[src/rtl/rtype_control_sequencer.sv]
// Moore control sequencer: fetch (T0-T2) and register-to-register ALU execute (T3-T5).
// Optional MULDIV_EN adds mul/div through a T6 state that moves Zhigh into HI.
module rtype_control_sequencer #(
  parameter int unsigned NUM_REGS = 16,
  parameter logic [4:0]  INC_OP   = 5'b11111,
  parameter logic [4:0]  HALT_OP  = 5'b11010
) (
  input  logic                clock,
  input  logic                clear,
  input  logic                start,
  input  logic [31:0]         ir,
  output logic                PCout,
  output logic                PCin,
  output logic                IncPC,
  output logic                MARin,
  output logic                Read,
  output logic                MDRin,
  output logic                MDRout,
  output logic                IRin,
  output logic                Yin,
  output logic                ZlowIn,
  output logic                ZhighIn,
  output logic                Zlowout,
  output logic                Zhighout,
  output logic                LOin,
  output logic                HIin,
  output logic [NUM_REGS-1:0] reg_out,
  output logic [NUM_REGS-1:0] reg_in,
  output logic [4:0]          alu_op,
  output logic                run,
  output logic                illegal
);

  typedef enum logic [3:0] {
    IDLE,
    T0,
    T1,
    T2,
    T3,
    T4,
    T5,
`ifdef MULDIV_EN
    T6,
`endif
    HALT
  } state_t;

  state_t state, next;

  logic [4:0] opcode;
  logic [3:0] ra, rb, rc;
  logic       is_rtype;
  logic       unused_ir_bits;

  assign opcode         = ir[31:27];
  assign ra             = ir[26:23];
  assign rb             = ir[22:19];
  assign rc             = ir[18:15];
  assign is_rtype       = (opcode <= 5'b01000);
  assign unused_ir_bits = ^ir[14:0];

`ifdef MULDIV_EN
  logic is_muldiv;
  assign is_muldiv = (opcode == 5'b01111) || (opcode == 5'b10000);
`endif

  // Register fields beyond NUM_REGS select nothing rather than wrapping.
  function automatic logic [NUM_REGS-1:0] onehot(input logic [3:0] idx);
    logic [NUM_REGS-1:0] v;
    v = '0;
    for (int unsigned i = 0; i < NUM_REGS; i++)
      if (32'(idx) == i) v[i] = 1'b1;
    return v;
  endfunction

  always_ff @(posedge clock or negedge clear) begin
    if (!clear) state <= IDLE;
    else        state <= next;
  end

  always_comb begin
    next     = state;
    PCout    = 1'b0;
    PCin     = 1'b0;
    IncPC    = 1'b0;
    MARin    = 1'b0;
    Read     = 1'b0;
    MDRin    = 1'b0;
    MDRout   = 1'b0;
    IRin     = 1'b0;
    Yin      = 1'b0;
    ZlowIn   = 1'b0;
    ZhighIn  = 1'b0;
    Zlowout  = 1'b0;
    Zhighout = 1'b0;
    LOin     = 1'b0;
    HIin     = 1'b0;
    reg_out  = '0;
    reg_in   = '0;
    alu_op   = '0;
    illegal  = 1'b0;
    case (state)
      IDLE: if (start) next = T0;
      T0: begin
        PCout  = 1'b1;
        MARin  = 1'b1;
        IncPC  = 1'b1;
        alu_op = INC_OP;
        ZlowIn = 1'b1;
        next   = T1;
      end
      T1: begin
        Zlowout = 1'b1;
        PCin    = 1'b1;
        Read    = 1'b1;
        MDRin   = 1'b1;
        next    = T2;
      end
      T2: begin
        MDRout = 1'b1;
        IRin   = 1'b1;
        next   = T3;
      end
      T3: begin
        if (is_rtype) begin
          reg_out = onehot(rb);
          Yin     = 1'b1;
          next    = T4;
        end
`ifdef MULDIV_EN
        else if (is_muldiv) begin
          reg_out = onehot(ra);
          Yin     = 1'b1;
          next    = T4;
        end
`endif
        else if (opcode == HALT_OP) begin
          next = HALT;
        end else begin
          illegal = 1'b1;
          next    = T0;
        end
      end
      T4: begin
`ifdef MULDIV_EN
        if (is_muldiv) begin
          reg_out = onehot(rb);
          ZhighIn = 1'b1;
        end else
`endif
          reg_out = onehot(rc);
        alu_op = opcode;
        ZlowIn = 1'b1;
        next   = T5;
      end
      T5: begin
        Zlowout = 1'b1;
`ifdef MULDIV_EN
        if (is_muldiv) begin
          LOin = 1'b1;
          next = T6;
        end else begin
          reg_in = onehot(ra);
          next   = T0;
        end
`else
        reg_in = onehot(ra);
        next   = T0;
`endif
      end
`ifdef MULDIV_EN
      T6: begin
        Zhighout = 1'b1;
        HIin     = 1'b1;
        next     = T0;
      end
`endif
      HALT: next = HALT;
      default: next = IDLE;
    endcase
  end

  assign run = (state != IDLE) && (state != HALT);

endmodule
[config.mk]
export PLATFORM = sky130hd
export DESIGN_NAME = rtype_control_sequencer
export DESIGN_NICKNAME = d
export VERILOG_FILES = /design/src/rtl/rtype_control_sequencer.sv
export SDC_FILE = /design/constraint.sdc
export NUM_CORES = 1
export LEC_CHECK = 0
export ABC_AREA = 1
export CAP_MARGIN = 20
export CORE_MARGIN = 5
export CORE_UTILIZATION = 35
export CTS_BUF_LIST = sky130_fd_sc_hd__clkbuf_4 sky130_fd_sc_hd__clkbuf_8
export DETAILED_ROUTE_END_ITERATION = 8
export DONT_BUFFER_PORTS = 1
export GPL_TIMING_DRIVEN = 0
export PLACE_DENSITY = 0.49
export SLEW_MARGIN = 40
export SYNTH_ARGS = -nofsm -noshare
export SYNTH_HDL_FRONTEND = slang
export SYNTH_SLANG_ARGS = --single-unit
export TNS_END_PERCENT = 10
[constraint.sdc]
create_clock -name clock -period 1.2 [get_ports clock]
set_input_delay 0.06 -clock clock [delete_from_list [all_inputs] [get_ports clock]]
set_output_delay 0.06 -clock clock [all_outputs]
set_load 0.005 [all_outputs]
==> flow_summary.toml <==
[layout]
drive_gt1_share_pct = 29.9
largest_reg_flops = 3
multiInputGateArea_um2 = 776
postLayoutCoreUtil_pct = 50.8
syn_to_final_growth_pct = 37.5
antennaDiodeCount = 0
top_register = "state"
seqCellArea_um2 = 75.1
nets = 247
reg_top3 = "state x3"
fillers = 272

[floorplan]
die_area_um2 = 3770
pin_count = 89
die_h_um = 61.4
die_w_um = 61.4
core_area_um2 = 2500
num_rows = 18
initial_utilization_pct = 36.9

[global_route]
overflow = 0
grt_max_degree = 11
grtUsageTotal_pct = 14.6
antenna_found_initial = 0
grt_pass1_wl_mm = 4.29
grt_pass1_vias = 1077

[drt]
drt_iter0_markers = 73
drc = 0
vias_per_cell = 5.07
firstDrtPassIters = 4
ant_nets = 0
vias = 1222
drt_wl_total_mm = 3.01
detail_route.wl_per_cell_um = 12.5

[yosys]
syn-instance-count = 190
seq_area_frac_synth_pct = 8.13
yosysWarnings = 0
avgSynthCellArea_um2 = 4.86
syn_area_um2 = 923
synth_seq_cells = 3
synth_cell_type_count = 19

[cts]
clkLatencyLatePin_ns = 0.23
cts_buffer_depth = 2
cts_tree = "yes"
cts_max_level = 1
root_buffer = "clkbuf_4"
cts_sinks = 3
path_clk_slew_ns = 0.04
cts_buffers = 3

[run_status]
status = "finished with violations"
violations = "setup timing"

[placed_design]
port_buffers = 0
detailed_place_hpwl_mm = 2.34
gpl.final_weighted_congestion = 0.780

[sta]
fin_crit_ns = 1.47
rsz0062_at_grt = "yes"
drv_slew = 0
setup_tns_ns = -7.97
fin_worst_skew_ns = 0.00188
setup_viol = 44
fin_ws_ns = -0.272
period_share_pct = 123
hold_slack_ns = 0.0735
fmax_mhz = 679
hold_violations = 0

[worst_setup_path]
cp.required_ns = 1.14
crit_fanout = 7
crit_type = "flop to output port"
arrival_ns = 1.41
cp-start-kind = "flop"
cp-end-kind = "output port"

[flow_run]
drv_cap = 0

[pwr]
ir_worst_vdd_mv = 1.25
cellLeakagePower_nw = 0.668
p_per_area_nw_per_um2 = 1570

[min_path]
hp-class = "input port to async pin"
[report_power, final]
group          internal [mW]  switching, mW  total, mW
logic                  0.665          0.943       1.61
registers              0.156         0.0278      0.183
clock network          0.147         0.0537      0.201
total                  0.968           1.02       1.99
[worst max-delay path: stages, from the launching register on]
cell,delay (ns)
dfrtp_1,0.37
buf_6,0.14
nor3_4,0.23
buf_6,0.14
buf_8,0.12
nand3_2,0.07
nand2_1,0.10
[cells in the mapped netlist]
library cell,n,area share [%]
inv_4,1,0.68
dfrtp_1,3,8.1
clkinv_1,1,0.41
nand3_1,33,18
nor3_2,1,1.1
nand2_1,46,19
nor3_4,1,1.8
o21ai_0,5,2.7
nand4_1,1,0.68
buf_2,1,0.54
inv_1,26,11
nor2_2,1,0.68
buf_6,2,2.4
buf_4,11,8.9
nor3_1,1,0.54
o21a_1,2,1.6
nor2_1,48,20
conb_1,1,0.41
a21oi_1,5,2.7
[final cells by class]
type                       instances  share of cell area [%]
inverter                          28                    9.26
sequential                         3                    5.91
buffer                            14                    9.56
multi-input combinational        148                    61.1
clock buffer                       4                    2.36
timing repair inverter             1                   0.394
timing repair buffer              13                    8.47
tap                               30                    2.96
[cells by family (layout without fill, tap and decap cells)]
group                  count (synthesis)  in the layout  share of synthesized area [%]
AND/OR/NAND/NOR                      132            132                           60.8
buffers and inverters                 42             60                           23.6
AO/OA/AOI/OAI                         12             12                           7.04
flip-flops                             3              3                           8.13
other                                  1              4                          0.406
[metal layers]
layer | track usage, % | wire length [µm] | vias to the layer above
met5 | 0 | 0 | -
met4 | 5.45 | 14 | 0
met3 | 2.94 | 334 | 2
met2 | 23.4 | 1410 | 49
met1 | 19.4 | 1250 | 548
li1 | - | - | 623
[what timing repair did]
item                                   in CTS  in global routing
pin swaps                                   6                 12
cloned                                      1                  2
hold buffers                                2                  0
setup endpoints to repair                  46                 49
endpoints found under the hold margin       4                  0
setup buffers                               8                  1
resized for setup                          25                 20
[path summary, 6_finish.rpt]
check | from | to | slack [ns] | cells past startpoint
setup / recovery | state[1]$_DFFE_PN0P_ | reg_out[1] | -0.27 | 6
hold / removal | clear | state[0]$_DFFE_PN0P_ | 0.07 | 1
setup reg to reg | state[1]$_DFFE_PN0P_ | state[1]$_DFFE_PN0P_ | -0.03 | 6
hold reg to reg | state[1]$_DFFE_PN0P_ | state[2]$_DFFE_PN0P_ | 0.68 | 3
max in group asynchronous | clear | state[1]$_DFFE_PN0P_ | 0.99 | 1
min in group clock | ir[28] | state[1]$_DFFE_PN0P_ | 0.12 | 4
[placed cells by master, fill, tap and decap left out, types with 3 or more instances in the layout]
| cell type | synthesis | routed |
|---|---|---|
| nand2_1 | 46 | 36 |
| nor2_4 | 0 | 5 |
| nor2_1 | 48 | 43 |
| dfrtp_1 | 3 | 3 |
| nand2_2 | 0 | 9 |
| clkbuf_4 | 0 | 4 |
| buf_4 | 11 | 17 |
| buf_6 | 2 | 5 |
| conb_1 | 1 | 4 |
| inv_1 | 26 | 24 |
| a21oi_1 | 5 | 3 |
| nand3_2 | 0 | 7 |
| nand3_1 | 33 | 25 |
| o21ai_0 | 5 | 5 |
[through the flow]
stage               instances  power (mW)  cell area (µm²)  worst slack [ns]
floorplan                 193        1.07              935            0.0110
global placement          223        1.24              972            -0.113
detailed placement        223        1.24              972            -0.114
CTS                       238        1.81             1170            -0.252
global route              241        2.17             1270            -0.363
finish                    241        1.99             1270            -0.272
Power figures use the tool's default switching activity.
